[config.mk]
export PLATFORM = sky130hd
export DESIGN_NAME = lcd_stream_ctrl
export DESIGN_NICKNAME = d
export VERILOG_FILES = /design/src/rtl/lcd_stream_ctrl_pkg.sv /design/src/rtl/lcd_stream_ctrl_bus.sv /design/src/rtl/lcd_stream_ctrl.sv
export SDC_FILE = /design/constraint.sdc
export NUM_CORES = 1
export LEC_CHECK = 0
export CAP_MARGIN = 15
export CELL_PAD_IN_SITES_DETAIL_PLACEMENT = 1
export CELL_PAD_IN_SITES_GLOBAL_PLACEMENT = 1
export CORE_UTILIZATION = 43
export DETAILED_ROUTE_END_ITERATION = 10
export GPL_TIMING_DRIVEN = 0
export HOLD_SLACK_MARGIN = 0.02
export PLACE_DENSITY = 0.87
export SLEW_MARGIN = 20
export SYNTH_ARGS = -nofsm -noshare
export SYNTH_HDL_FRONTEND = slang
export SYNTH_SLANG_ARGS = --single-unit
[constraint.sdc]
create_clock -name clk -period 2.2 [get_ports clk]
set_input_delay 0.22 -clock clk [delete_from_list [all_inputs] [get_ports clk]]
set_output_delay 0.22 -clock clk [all_outputs]
set_load 0.05 [all_outputs]
[src/rtl/lcd_stream_ctrl_pkg.sv]
`default_nettype none
// ============================================================================
// Module      : lcd_stream_ctrl_pkg
// Description : Shared definitions for the LCD stream controller. Holds the
//               KS0108-style command bytes, the main FSM state encoding, the
//               bus-write phase encoding and a page-command helper.
// Revision    : 1.0 - initial release
// ============================================================================
package lcd_stream_ctrl_pkg;

    localparam logic [7:0] CMD_DISP_ON    = 8'h3F;
    localparam logic [7:0] CMD_START_LINE = 8'hC0;
    localparam logic [7:0] CMD_PAGE_BASE  = 8'hB8;
    localparam logic [7:0] CMD_Y_BASE     = 8'h40;

    typedef enum logic [2:0] {
        LCD_RST   = 3'd0,
        INIT_ON   = 3'd1,
        INIT_LINE = 3'd2,
        SET_PAGE  = 3'd3,
        SET_Y     = 3'd4,
        REQ       = 3'd5,
        WAIT_DATA = 3'd6,
        WR_DATA   = 3'd7
    } state_t;

    typedef enum logic [1:0] {
        PH_SETUP = 2'd0,
        PH_HIGH  = 2'd1,
        PH_HOLD  = 2'd2
    } bus_phase_t;

    // Page-address command: the page number sits in the low three bits.
    function automatic logic [7:0] page_cmd(input logic [2:0] page);
        return CMD_PAGE_BASE | {5'b00000, page};
    endfunction

endpackage
`default_nettype wire

[src/rtl/lcd_stream_ctrl_bus.sv]
`default_nettype none
// ============================================================================
// Module      : lcd_bus_write
// Description : Performs one LCD bus write: setup (E low), E high, hold (E
//               low), each T_PH cycles. DI/DATA are captured on start and
//               held until the next start.
// Ports       : clk, rst          - clock, synchronous active-high reset
//               start, di, wr_byte - request and the value to write
//               busy, done         - write in progress / one-cycle completion
//               lcd_di, lcd_e, lcd_data - LCD bus pins (registered)
// Revision    : 1.0 - initial release
// ============================================================================
module lcd_bus_write
    import lcd_stream_ctrl_pkg::*;
#(
    parameter int T_PH = 4
) (
    input  logic       clk,
    input  logic       rst,
    input  logic       start,
    input  logic       di,
    input  logic [7:0] wr_byte,
    output logic       busy,
    output logic       done,
    output logic       lcd_di,
    output logic       lcd_e,
    output logic [7:0] lcd_data
);

    bus_phase_t r_phase;
    logic [7:0] r_cnt;
    logic       r_busy;
    logic       r_done;
    logic       r_lcd_di;
    logic       r_lcd_e;
    logic [7:0] r_lcd_data;
    logic       w_last;

    assign w_last = (r_cnt == 8'(T_PH - 1));

    always_ff @(posedge clk) begin
        if (rst) begin
            r_phase    <= PH_SETUP;
            r_cnt      <= 8'd0;
            r_busy     <= 1'b0;
            r_done     <= 1'b0;
            r_lcd_di   <= 1'b0;
            r_lcd_e    <= 1'b0;
            r_lcd_data <= 8'h00;
        end else begin
            r_done <= 1'b0;
            if (!r_busy) begin
                if (start) begin
                    r_busy     <= 1'b1;
                    r_phase    <= PH_SETUP;
                    r_cnt      <= 8'd0;
                    r_lcd_di   <= di;
                    r_lcd_data <= wr_byte;
                    r_lcd_e    <= 1'b0;
                end
            end else if (w_last) begin
                r_cnt <= 8'd0;
                case (r_phase)
                    PH_SETUP: begin
                        r_phase <= PH_HIGH;
                        r_lcd_e <= 1'b1;
                    end
                    PH_HIGH: begin
                        r_phase <= PH_HOLD;
                        r_lcd_e <= 1'b0;
                    end
                    default: begin
                        r_phase <= PH_SETUP;
                        r_busy  <= 1'b0;
                        r_done  <= 1'b1;
                    end
                endcase
            end else begin
                r_cnt <= r_cnt + 8'd1;
            end
        end
    end

    assign busy     = r_busy;
    assign done     = r_done;
    assign lcd_di   = r_lcd_di;
    assign lcd_e    = r_lcd_e;
    assign lcd_data = r_lcd_data;

endmodule
`default_nettype wire

[src/rtl/lcd_stream_ctrl.sv]
`default_nettype none
// ============================================================================
// Module      : lcd_stream_ctrl
// Description : Streams a 64x64 image from a frame-buffer controller into the
//               left half of a KS0108-style LCD. After an LCD reset and init
//               it refreshes forever page by page, requesting one byte per
//               column with a one-cycle en pulse and retrying on timeout.
// Ports       : clk, rst             - clock, synchronous active-high reset
//               data_in, data_valid  - pixel byte and its strobe
//               en                   - byte request pulse
//               lcd_rst, lcd_cs1/2, lcd_di, lcd_rw, lcd_e, lcd_data - LCD
//               frame_done           - pulse after the last byte of a frame
// Revision    : 1.0 - initial release
// ============================================================================
module lcd_stream_ctrl
    import lcd_stream_ctrl_pkg::*;
#(
    parameter int T_PH    = 4,
    parameter int RST_CYC = 16,
    parameter int REQ_TMO = 2
) (
    input  logic       clk,
    input  logic       rst,
    input  logic [7:0] data_in,
    input  logic       data_valid,
    output logic       en,
    output logic       lcd_rst,
    output logic       lcd_cs1,
    output logic       lcd_cs2,
    output logic       lcd_di,
    output logic       lcd_rw,
    output logic       lcd_e,
    output logic [7:0] lcd_data,
    output logic       frame_done
);

    state_t      r_state;
    logic [15:0] r_cnt;
    logic [2:0]  r_page;
    logic [5:0]  r_col;
    logic        r_en;
    logic        r_lcd_rst;
    logic        r_frame_done;
    logic        r_pend;
    logic        r_wr_di;
    logic [7:0]  r_wr_byte;
    logic        w_busy;
    logic        w_done;
    logic        w_start;

    // A write is queued in r_pend and launched once the bus engine is idle.
    assign w_start = r_pend & ~w_busy;

    lcd_bus_write #(
        .T_PH(T_PH)
    ) u_bus (
        .clk     (clk),
        .rst     (rst),
        .start   (w_start),
        .di      (r_wr_di),
        .wr_byte (r_wr_byte),
        .busy    (w_busy),
        .done    (w_done),
        .lcd_di  (lcd_di),
        .lcd_e   (lcd_e),
        .lcd_data(lcd_data)
    );

    always_ff @(posedge clk) begin
        if (rst) begin
            r_state      <= LCD_RST;
            r_cnt        <= 16'd0;
            r_page       <= 3'd0;
            r_col        <= 6'd0;
            r_en         <= 1'b0;
            r_lcd_rst    <= 1'b0;
            r_frame_done <= 1'b0;
            r_pend       <= 1'b0;
            r_wr_di      <= 1'b0;
            r_wr_byte    <= 8'h00;
        end else begin
            r_en         <= 1'b0;
            r_frame_done <= 1'b0;
            if (w_start) begin
                r_pend <= 1'b0;
            end
            case (r_state)
                LCD_RST: begin
                    if (r_cnt == 16'(RST_CYC - 1)) begin
                        r_cnt     <= 16'd0;
                        r_lcd_rst <= 1'b1;
                        r_state   <= INIT_ON;
                        r_pend    <= 1'b1;
                        r_wr_di   <= 1'b0;
                        r_wr_byte <= CMD_DISP_ON;
                    end else begin
                        r_cnt <= r_cnt + 16'd1;
                    end
                end
                INIT_ON: begin
                    if (w_done) begin
                        r_state   <= INIT_LINE;
                        r_pend    <= 1'b1;
                        r_wr_byte <= CMD_START_LINE;
                    end
                end
                INIT_LINE: begin
                    if (w_done) begin
                        r_state   <= SET_PAGE;
                        r_page    <= 3'd0;
                        r_pend    <= 1'b1;
                        r_wr_byte <= page_cmd(3'd0);
                    end
                end
                SET_PAGE: begin
                    if (w_done) begin
                        r_state   <= SET_Y;
                        r_pend    <= 1'b1;
                        r_wr_di   <= 1'b0;
                        r_wr_byte <= CMD_Y_BASE;
                    end
                end
                SET_Y: begin
                    if (w_done) begin
                        r_state <= REQ;
                        r_col   <= 6'd0;
                        r_en    <= 1'b1;
                    end
                end
                REQ: begin
                    // en was raised on entry; it drops as we leave.
                    r_state <= WAIT_DATA;
                    r_cnt   <= 16'd0;
                end
                WAIT_DATA: begin
                    if (data_valid) begin
                        r_state   <= WR_DATA;
                        r_pend    <= 1'b1;
                        r_wr_di   <= 1'b1;
                        r_wr_byte <= data_in;
                    end else if (r_cnt == 16'(REQ_TMO - 1)) begin
                        // Producer ignored the request; ask again.
                        r_state <= REQ;
                        r_en    <= 1'b1;
                    end else begin
                        r_cnt <= r_cnt + 16'd1;
                    end
                end
                WR_DATA: begin
                    if (w_done) begin
                        r_col <= r_col + 6'd1;
                        if (r_col == 6'd63) begin
                            r_page    <= r_page + 3'd1;
                            r_state   <= SET_PAGE;
                            r_pend    <= 1'b1;
                            r_wr_di   <= 1'b0;
                            r_wr_byte <= page_cmd(r_page + 3'd1);
                            if (r_page == 3'd7) begin
                                r_frame_done <= 1'b1;
                            end
                        end else begin
                            r_state <= REQ;
                            r_en    <= 1'b1;
                        end
                    end
                end
                default: r_state <= LCD_RST;
            endcase
        end
    end

    assign en         = r_en;
    assign lcd_rst    = r_lcd_rst;
    assign frame_done = r_frame_done;
    // Only the left half is used, and the bus is write-only.
    assign lcd_cs1    = 1'b1;
    assign lcd_cs2    = 1'b0;
    assign lcd_rw     = 1'b0;

endmodule
`default_nettype wire

==> results by group <==
GRT
  • Largest net degree at the start of global routing: 11
  • Vias in the first global route: 3,084
  • GRT Residual Overflow: 0
  • GRT Total Usage: 24.9%
  • Initial antenna violation count: 0
  • First-pass GRT wire length: 14.8 mm

STA
  • Worst slew margin: 51.5%
  • Final-report hold violation count: 0
  • Worst Skew: 5.99 ps
  • Endpoints failing setup: 0
  • FMAX: 477 MHz
  • Tmin final: 2100 ps
  • Fin. max-slew vios: 0
  • Worst-Margin Slew: 721 ps
  • Final period utilization: 95.3%
  • Hold WS: 417 ps

Floorplanning
  • I/O pin total: 27
  • Core box area: 7250 um^2
  • Die area: 7890 um^2
  • Die Span X: 88.8 um
  • Rows: 31
  • Die height: 88.8 um
  • Initial core utilization: 44.7%

Synthesis
  • Area leader, netlist: dfxtp_1
  • Synth Cell Area: 3240 um^2
  • Synth top cells by count: dfxtp_1 (63), nor2_1 (50), a21oi_1 (39)
  • Seq cells post-synth: 63
  • Post-synthesis sequential area ratio: 38.9%
  • Top cells by area, synth: dfxtp_1 (39%), a21oi_1 (6.0%), nor2_1 (5.8%)
  • Number of synthesized flops with an enable pin: 0
  • Post-Syn Instances: 395
  • Yosys top cell area share: 38.9%
  • Avg Cell Area, Syn: 8.21 um^2
  • Top_reg_cell synth: dfxtp_1
  • Post-synthesis cell type count: 63
  • Most common cell in the synthesized netlist: dfxtp_1
  • Synth Warn #: 0
  • Ys async rst share: 0%

Drt
  • Vias per std cell: 5.76
  • Drt initial violations: 185
  • # DRC: 0
  • Routed WL per cell: 17.0 um
  • Routed WL: 9.13 mm
  • DR pass1 iterations: 4
  • Vias: 3,085
  • Antenna Nets Post-Route: 0

Pwr
  • Maximum VDD drop: 0.271 mV
  • Power Density: 610 nW/um^2
  • Pwr Total: 2.36 mW
  • Lkg Pwr: 1.39 nW

Critical path
  • CP Capture Type: flip-flop
  • CP Data Arrival Time: 2330 ps
  • Crit start category: flip-flop
  • Ordered list of cells on the worst path: or4_4 > or3_4 > nor2_1 > a211oi_1 > mux2_1
  • Worst Path Required: 2430 ps
  • Critical Path Slowest Stage Cell: or4_4
  • Worst-path fanout max: 5
  • Largest stage delay, worst path: 590 ps
  • Crit Path Class: flip-flop to flip-flop

CTS
  • # clock sinks: 63
  • CTS Hold Bufs: 0
  • Worst-skew pair later-pin latency: 360 ps
  • CTS buffer count: 9
  • Maximum clock path buffer count: 2
  • CTS H-Tree Depth: 3
  • Clk pin slew, worst setup/hold paths: 70 ps
  • Root Buffer: clkbuf_8
  • TritonCTS clock tree: yes

Finish
  • Final core occ: 53.4%
  • Post-Layout Cell Count: 536
  • Nets@finish: 450
  • Inserted Diodes: 0
  • Share of cells above drive strength 1: 11.4%
  • Area Overhead vs Synth: 19.4%

Placed design
  • Cells after DPL: 517
  • Routability cong.: 0.869
  • Port buffer count: 22
  • HPWL Detailed: 6.50 mm

Outcome
  • Outcome: completed

Hold path
  • Hold Path Class: input port to flip-flop

Run
  • Max-cap violations: 0
-- per-layer routing --
metal  share of wire [%]  vias to the layer above  wire length, um  track usage, %
li1                    -                     1496                -               -
met1                  44                     1507             3970            28.8
met2                  50                       61             4610            43.4
met3                 3.4                       21              314            6.06
met4                 2.6                        0              235            11.3
met5                   0                        -                0               0
-- report_power, final --
group          leakage (nW)  total, mW  switching (mW)  internal (mW)
clock network         0.109       1.12           0.458          0.659
logic                 0.777     0.0940          0.0571         0.0369
registers             0.508       1.15         0.00633           1.14
-- cells in the final DEF, fill, tap and decap left out, drive strengths merged, types with 5 or more instances in the layout --
cell type / Yosys / layout
a211oi: 6 / 6
a21oi: 39 / 39
and2: 5 / 5
and3: 10 / 10
buf: 7 / 12
clkbuf: 19 / 29
clkdlybuf4s50: 0 / 22
dfxtp: 63 / 63
ha: 6 / 6
inv: 7 / 7
nand2: 35 / 35
nand2b: 6 / 6
nand3: 10 / 10
nand3b: 6 / 6
nand4: 14 / 14
nor2: 51 / 51
nor3: 8 / 8
nor3b: 5 / 5
nor4: 5 / 5
o21ai: 17 / 17
xor2: 14 / 14
-- state kept, by name, summed over array words and instances (netlist names), 2 cells and up --
signal          flops
u_bus.r_cnt         8
r_wr_byte           8
r_cnt              16
r_page              3
u_bus.r_phase       2
r_state             3
r_col               6
u_bus.lcd_data      8
-- kinds of logic after synthesis --
group           synth area share [%]
simple gates                    27.8
fa+ha+maj                       2.31
compound gates                  20.3
xor+xnor                        3.78
other cells                    0.232
flops                           38.9
mux                             2.31
buf+inv                         4.36
-- critical path: cells and delay by family (launching register included) --
| kind | cells | cell delay [ps] |
|---|---|---|
| simple gates | 3 | 1200 |
| compound gates | 1 | 90 |
| mux | 1 | 350 |
| flops | 1 | 340 |
-- worst paths after layout --
| check | start | endpoint | slack [ps] | cells past startpoint |
|---|---|---|---|---|
| max | r_cnt[12] | r_state[1] | 100 | 5 |
| min | rst | r_state[0] | 420 | 3 |
| max reg2reg | r_cnt[12] | r_state[1] | 100 | 5 |
| min reg2reg | u_bus.lcd_data[1] | u_bus.lcd_data[1] | 450 | 2 |
-- final cells by class --
type	instances	area (um^2)
clock inverter	4	70.1
multi-input combinational	300	1870
tap	99	124
buffer	25	116
clock buffer	11	141
sequential	63	1260
fill	902	3380
inverter	7	26.3
timing repair buffer	27	258
-- timing repair --
action | CTS | global route
resized for setup | 2 | 12
buffers inserted | 0 | 5
setup endpoints to repair | 26 | 24
hold endpoints to repair | 0 | 0
pin swaps | 0 | 2
-- through the flow --
stage                     worst slack [ps]  cell area [um^2]  setup TNS (ps)
final                                  102              3870               0
after CTS                             7.39              3800               0
after global placement                -180              3590           -1880
after floorplan                        265              3250               0
after global routing                 -31.1              3870            -216
after detailed placement              -305              3590           -3760
Power figures use the tool's default switching activity.
